**src/rtl/period_meter_pkg.sv**
```systemverilog
// Shared definitions for the period meter: FSM state encoding and default sizing.
package period_meter_pkg;

    // Measurement FSM states; the encoding is fixed so other blocks can decode it.
    typedef enum logic [1:0] {
        IDLE    = 2'd0,
        ARM     = 2'd1,
        MEASURE = 2'd2,
        STALL   = 2'd3
    } pm_state_e;

    // Default counter width and stall timeout (in clk cycles).
    localparam int CNT_W_DEF   = 16;
    localparam int TIMEOUT_DEF = 1000;

endpackage

```
**src/rtl/period_meter_sync_edge.sv**
```systemverilog
// Two-flop synchronizer plus history flop with registered rise/fall strobes.
// q is the history flop, so q goes high in the same cycle that rise pulses.
// A three-stage "live" shift register blocks edge detection until the
// history flop holds a genuinely sampled value, so an input that is already
// high when reset releases never produces a rise.
module sync_edge (
    input  logic clk,
    input  logic rst,
    input  logic d,
    output logic q,
    output logic rise,
    output logic fall
);

    logic       s1_q;
    logic       s2_q;
    logic       hist_q;
    logic       rise_q;
    logic       fall_q;
    logic [2:0] live_q;

    // Synchronize d, keep one cycle of history and register the edge strobes.
    always_ff @(posedge clk or posedge rst) begin
        if (rst) begin
            s1_q   <= 1'b0;
            s2_q   <= 1'b0;
            hist_q <= 1'b0;
            rise_q <= 1'b0;
            fall_q <= 1'b0;
            live_q <= 3'b000;
        end else begin
            s1_q   <= d;
            s2_q   <= s1_q;
            hist_q <= s2_q;
            live_q <= {live_q[1:0], 1'b1};
            rise_q <= s2_q & ~hist_q & live_q[2];
            fall_q <= ~s2_q & hist_q & live_q[2];
        end
    end

    assign q    = hist_q;
    assign rise = rise_q;
    assign fall = fall_q;

endmodule

```
**src/rtl/period_meter.sv**
```systemverilog
// Period / high-time meter for an asynchronous input signal.
// Counts clk cycles between successive rising edges of sig_in and the number
// of those cycles the signal was high; flags stalls and counter saturation.
module period_meter
    import period_meter_pkg::*;
#(
    parameter int CNT_W   = CNT_W_DEF,
    parameter int TIMEOUT = TIMEOUT_DEF
) (
    input  logic             clk,
    input  logic             rst,
    input  logic             enable,
    input  logic             sig_in,
    output logic [CNT_W-1:0] period,
    output logic [CNT_W-1:0] high_time,
    output logic             valid,
    output logic             stalled,
    output logic             saturated
);

    localparam logic [CNT_W-1:0] CNT_MAX = {CNT_W{1'b1}};
    localparam logic [CNT_W-1:0] CNT_ONE = {{(CNT_W-1){1'b0}}, 1'b1};
    localparam logic [CNT_W-1:0] TMO     = CNT_W'(TIMEOUT);

    pm_state_e        state_q;
    logic [CNT_W-1:0] per_cnt_q;
    logic [CNT_W-1:0] hi_cnt_q;
    logic [CNT_W-1:0] period_q;
    logic [CNT_W-1:0] high_time_q;
    logic             valid_q;
    logic             stalled_q;
    logic             saturated_q;

    logic [CNT_W-1:0] per_next_d;
    logic [CNT_W-1:0] hi_next_d;
    logic             sync_s;
    logic             rise_s;
    logic             fall_unused_s;
    logic             per_hit_max_s;
    logic             hi_hit_max_s;
    logic             timeout_s;

    sync_edge u_sync (
        .clk  (clk),
        .rst  (rst),
        .d    (sig_in),
        .q    (sync_s),
        .rise (rise_s),
        .fall (fall_unused_s)
    );

    // Saturating increments of both measurement counters.
    always_comb begin
        per_next_d = per_cnt_q;
        hi_next_d  = hi_cnt_q;
        if (per_cnt_q != CNT_MAX) begin
            per_next_d = per_cnt_q + CNT_ONE;
        end else begin
            per_next_d = CNT_MAX;
        end
        if (hi_cnt_q != CNT_MAX) begin
            hi_next_d = hi_cnt_q + CNT_ONE;
        end else begin
            hi_next_d = CNT_MAX;
        end
    end

    // The stall fires on the cycle the incremented count would reach TIMEOUT,
    // so stalled rises exactly TIMEOUT cycles after the last rise pulse.
    assign per_hit_max_s = (per_next_d == CNT_MAX);
    assign hi_hit_max_s  = sync_s && (hi_next_d == CNT_MAX);
    assign timeout_s     = (per_next_d >= TMO);

    // Measurement FSM with counters and registered outputs; enable=0 overrides all.
    always_ff @(posedge clk or posedge rst) begin
        if (rst) begin
            state_q     <= IDLE;
            per_cnt_q   <= '0;
            hi_cnt_q    <= '0;
            period_q    <= '0;
            high_time_q <= '0;
            valid_q     <= 1'b0;
            stalled_q   <= 1'b0;
            saturated_q <= 1'b0;
        end else begin
            valid_q <= 1'b0;
            if (!enable) begin
                state_q   <= IDLE;
                per_cnt_q <= '0;
                hi_cnt_q  <= '0;
                stalled_q <= 1'b0;
            end else begin
                case (state_q)
                    IDLE: begin
                        state_q     <= ARM;
                        per_cnt_q   <= '0;
                        hi_cnt_q    <= '0;
                        saturated_q <= 1'b0;
                    end
                    ARM: begin
                        if (rise_s) begin
                            state_q   <= MEASURE;
                            per_cnt_q <= CNT_ONE;
                            hi_cnt_q  <= CNT_ONE;
                        end else begin
                            per_cnt_q <= per_next_d;
                            if (per_hit_max_s) begin
                                saturated_q <= 1'b1;
                            end
                            if (timeout_s) begin
                                state_q   <= STALL;
                                stalled_q <= 1'b1;
                            end
                        end
                    end
                    MEASURE: begin
                        if (rise_s) begin
                            period_q    <= per_cnt_q;
                            high_time_q <= hi_cnt_q;
                            valid_q     <= 1'b1;
                            per_cnt_q   <= CNT_ONE;
                            hi_cnt_q    <= CNT_ONE;
                        end else begin
                            per_cnt_q <= per_next_d;
                            if (sync_s) begin
                                hi_cnt_q <= hi_next_d;
                            end
                            if (per_hit_max_s || hi_hit_max_s) begin
                                saturated_q <= 1'b1;
                            end
                            if (timeout_s) begin
                                state_q   <= STALL;
                                stalled_q <= 1'b1;
                            end
                        end
                    end
                    STALL: begin
                        if (rise_s) begin
                            state_q   <= MEASURE;
                            per_cnt_q <= CNT_ONE;
                            hi_cnt_q  <= CNT_ONE;
                            stalled_q <= 1'b0;
                        end else begin
                            stalled_q <= 1'b1;
                        end
                    end
                    default: begin
                        state_q   <= IDLE;
                        per_cnt_q <= '0;
                        hi_cnt_q  <= '0;
                        stalled_q <= 1'b0;
                    end
                endcase
            end
        end
    end

    assign period    = period_q;
    assign high_time = high_time_q;
    assign valid     = valid_q;
    assign stalled   = stalled_q;
    assign saturated = saturated_q;

endmodule

```
**config.mk**
```make
export PLATFORM = sky130hd
export DESIGN_NAME = period_meter
export DESIGN_NICKNAME = d
export VERILOG_FILES = /design/src/rtl/period_meter_pkg.sv /design/src/rtl/period_meter_sync_edge.sv /design/src/rtl/period_meter.sv
export SDC_FILE = /design/constraint.sdc
export NUM_CORES = 1
export LEC_CHECK = 0
export BUFFER_PORTS_ARGS = -buffer_cell sky130_fd_sc_hd__buf_2
export CORE_MARGIN = 1.5
export CORE_UTILIZATION = 35
export DETAILED_ROUTE_END_ITERATION = 8
export PLACE_DENSITY_LB_ADDON = 0.12
export SKIP_LAST_GASP = 1
export SYNTH_ARGS = -nofsm -noshare
export SYNTH_HDL_FRONTEND = slang
export SYNTH_SLANG_ARGS = --single-unit
```
**constraint.sdc**
```tcl
create_clock -name clk -period 2.6 [get_ports clk]
set_input_delay 0.26 -clock clk [delete_from_list [all_inputs] [get_ports clk]]
set_output_delay 0.26 -clock clk [all_outputs]
set_load 0.05 [all_outputs]
```
==> flow_metrics.env <==
export IMPL_required_ps=2820
export IMPL_internal_power_w=0.00188
export IMPL_synth_edf_count=0
export IMPL_io_buffers=38
export IMPL_io_pins=39
export IMPL_status="finished with violations"
export IMPL_p_per_area_nw_per_um2=526
export IMPL_ctsHtreeMaxLevel=3
export IMPL_hold_buffers=0
export IMPL_p_sw_w=0.000586
export IMPL_drive_gt1_frac=0.244
export IMPL_synth_top_area_cell="dfrtp_1"
export IMPL_ys_ff_latch=76
export IMPL_rsz0062_at_grt="false"
export IMPL_fmax_mhz=416
export IMPL_clockPowerShare=0.447
export IMPL_crit_type="flip-flop to flip-flop"
export IMPL_synthArstFlopShare=1.00
export IMPL_crit_slowest_cell="or3_1"
export IMPL_antenna_left=0
export IMPL_numClockSinks=76
export IMPL_finalCriticalPeriod_ps=2400
export IMPL_cp_slowest_stage_delay_ps=440
export IMPL_yosysUniqueCellTypes=62
export IMPL_groute_usage_overall=0.173
export IMPL_drc=0
export IMPL_comb_power_share=0.061
export IMPL_seq_area_frac_synth=0.469
export IMPL_fin_util=0.413
export IMPL_overflow=0
export IMPL_timing_setup_tns_ps=0
export IMPL_cp_max_fo=6
export IMPL_synth_cell_area_sq_um=4060
export IMPL_yosysTopAreaCellShare=0.469
export IMPL_syn_avg_cell_area_sq_um=9.72
export IMPL_report_final_slew_viol_count=0
export IMPL_firstDrtPassIters=4
export IMPL_num_antenna_cells=0
export IMPL_dpl_cell_area_sq_um=4440
export IMPL_setup_violations_final=0
export IMPL_dieArea_sq_um=12200
export IMPL_grt_max_degree=77
export IMPL_critical_path_cell_chain="ha_1, nand2_1, or3_1, nor3_2, a31oi_1, o22ai_2, o211ai_1, mux2_1"
export IMPL_hp_class="input pin to asynchronous set/reset pin"
export IMPL_max_cap_violations=0
export IMPL_synth_area_leaders="dfrtp_1, mux2_2, nand2_1"
export IMPL_synth_main_ff_cell="dfrtp_1"
export IMPL_syn_instance_count=417
export IMPL_routedWlPerCell_microns=16.3
export IMPL_synthToLayoutAreaGrowth_pct=15.8
export IMPL_crit_path_start_kind="flip-flop"
export IMPL_stdcell_area_sq_um=4700
export IMPL_clk_latency_ps=340
export IMPL_die_width_microns=111
export IMPL_grt_pass1_vias=3321
export IMPL_dp_hpwl_mm=6.80
export IMPL_violations="hold timing"
export IMPL_finalNetCount=474
export IMPL_drt_wl_total_mm=9.92
export IMPL_via_count=3293
export IMPL_hold_slack_ps=-3.86
export IMPL_grt_pass1_wl_mm=16.7
export IMPL_swShare=0.237
export IMPL_routed_via_density=5.40
export IMPL_rows=39
export IMPL_hold_violations=2
export IMPL_worst_slew_pin_slew_ps=514
export IMPL_tritoncts="done"
export IMPL_finClkSkew_ps=4.27
export IMPL_vdd_drop_max_v=0.000257
export IMPL_cts_buffer_depth=2
export IMPL_yosysWarnings=0
export IMPL_arrival_ps=2620
export IMPL_period_share=0.924
export IMPL_critical_path_buf_inv_count=0
export IMPL_root_buffer="clkbuf_16"
export IMPL_syn_num_nets=428
export IMPL_drt_iter0_markers=161
export IMPL_leakage_nw=2.21
export IMPL_cp_top_family="simple AND/OR/NAND/NOR gates"
export IMPL_place_congestion=0.864
export IMPL_die_y_microns=111
export IMPL_core_sq_um=11400
export IMPL_antenna_found_initial=0
export IMPL_numCtsBuffers=9
export IMPL_end_kind="flip-flop"
export IMPL_clkTransAtPathRegs_ps=60
export IMPL_seqPwrFrac=0.492
export IMPL_initial_core_util=0.357
export IMPL_slew_headroom=0.657
## flip-flops by register name (all words and copies together) (netlist names)
name and count:
hi_cnt_q 16, u_sync.s2_q 1, u_sync.q 1, valid 1
per_cnt_q 16, state_q 2, high_time 16, u_sync.s1_q 1
period 16, stalled 1, saturated 1, u_sync.live_q 3
u_sync.rise 1
## per-layer routing
metal	vias up	GRT usage	share of wire
li1	1599	-	-
met1	1602	0.213	0.46
met2	82	0.282	0.48
met3	10	0.0488	0.044
met4	0	0.0795	0.016
met5	-	0	0
## path summary, 6_finish.rpt
check,end,slack [ps],cells after the start,startpoint
max in group asynchronous,high_time[6],2260,3,rst
setup / recovery,saturated,200,8,hi_cnt_q[1]
min in group clk,u_sync.s1_q,30,1,sig_in
hold / removal,period[4],-4,3,rst
setup reg to reg,saturated,200,8,hi_cnt_q[1]
hold reg to reg,u_sync.live_q[2],350,0,u_sync.live_q[1]
## per-stage QoR
step / power, W / hold WS, ps / std cells / setup WS (ps)
final: 0.00247 / -3.86 / 610 / 198
after global routing: 0.00259 / 13.2 / 610 / 2.47
after CTS: 0.00253 / 10.4 / 610 / 150
after detailed placement: 0.00139 / 336 / 595 / 163
after global placement: 0.00139 / 332 / 595 / 152
after floorplan: 0.00134 / 291 / 417 / 293
## layout make-up
cell class | instances | area [sq um]
Clock buffer | 12 | 236
Clock inverter | 3 | 15.0
Fill cell | 1132 | 6670
Inverter | 16 | 61.3
Multi-Input combinational cell | 301 | 1940
Sequential cell | 76 | 1900
Tap cell | 143 | 179
Timing Repair Buffer | 59 | 360
## cells by family (layout without fill, tap and decap cells)
kind of cell / after synthesis / in the layout / share of synthesized area
adder cells (fa/ha/maj): 7 / 7 / 0.0216
AND/OR/NAND/NOR: 145 / 145 / 0.184
buffers and inverters: 40 / 90 / 0.0552
AO/OA/AOI/OAI: 111 / 111 / 0.172
other: 1 / 1 / 0.000925
flip-flops: 76 / 76 / 0.469
multiplexers: 31 / 31 / 0.0849
XOR/XNOR: 6 / 6 / 0.0130
## repair_timing
item                       CTS  global route
setup endpoints to repair    0             1
gates resized for setup      0             2
buffers inserted             0             0
## tightest hold or removal path: stages
cell and delay [ps]:
buf_2 100, clkinv_2 50, buf_12 330
## power by group through the flow
stage	Sequential (W)	Clock, W	Combinational, W
finish	0.00121	0.00110	0.000150
global route	0.00122	0.00120	0.000169
CTS	0.00121	0.00116	0.000154
detailed placement	0.00124	0	0.000154
global placement	0.00124	0	0.000152
floorplan	0.00125	0	0.0000896
## placed cells by master (no fill, tap or decap), types with 3 or more instances in the layout
master and count:
dfrtp_1 76, nand2_1 52, o21ai_0 38, buf_2 38, mux2_2 26, nor2_1 22
buf_4 20, nand3_1 16, a21oi_1 16, inv_1 13, o21ai_1 13, a22o_1 10
clkbuf_16 9, nand4_1 8, a31oi_1 6, ha_1 6, and3_1 5, nor3_1 5
o31ai_1 5, nor2b_1 4, and2_1 4, xnor2_1 4, nor4_1 4, mux2i_1 4
clkinv_2 4, nor3_2 3, nand4b_1 3, and4_4 3, o211ai_1 3, clkbuf_1 3
## synthesized netlist by cell type, drive strengths merged (3+ instances only)
master and count:
and2 6, a21oi 16, nand3 16, nor4 4, a31oi 6, a22o 10
nand4 9, clkbuf 17, mux2i 4, nand2 52, and3 7, o31ai 5
mux2 27, buf 7, and4 3, nor2b 4, nor2 22, dfrtp 76
nor3 8, xnor2 4, o211ai 3, o21ai 51, inv 15, nand4b 3
ha 7
No activity file was read; power rests on OpenSTA's default activity.
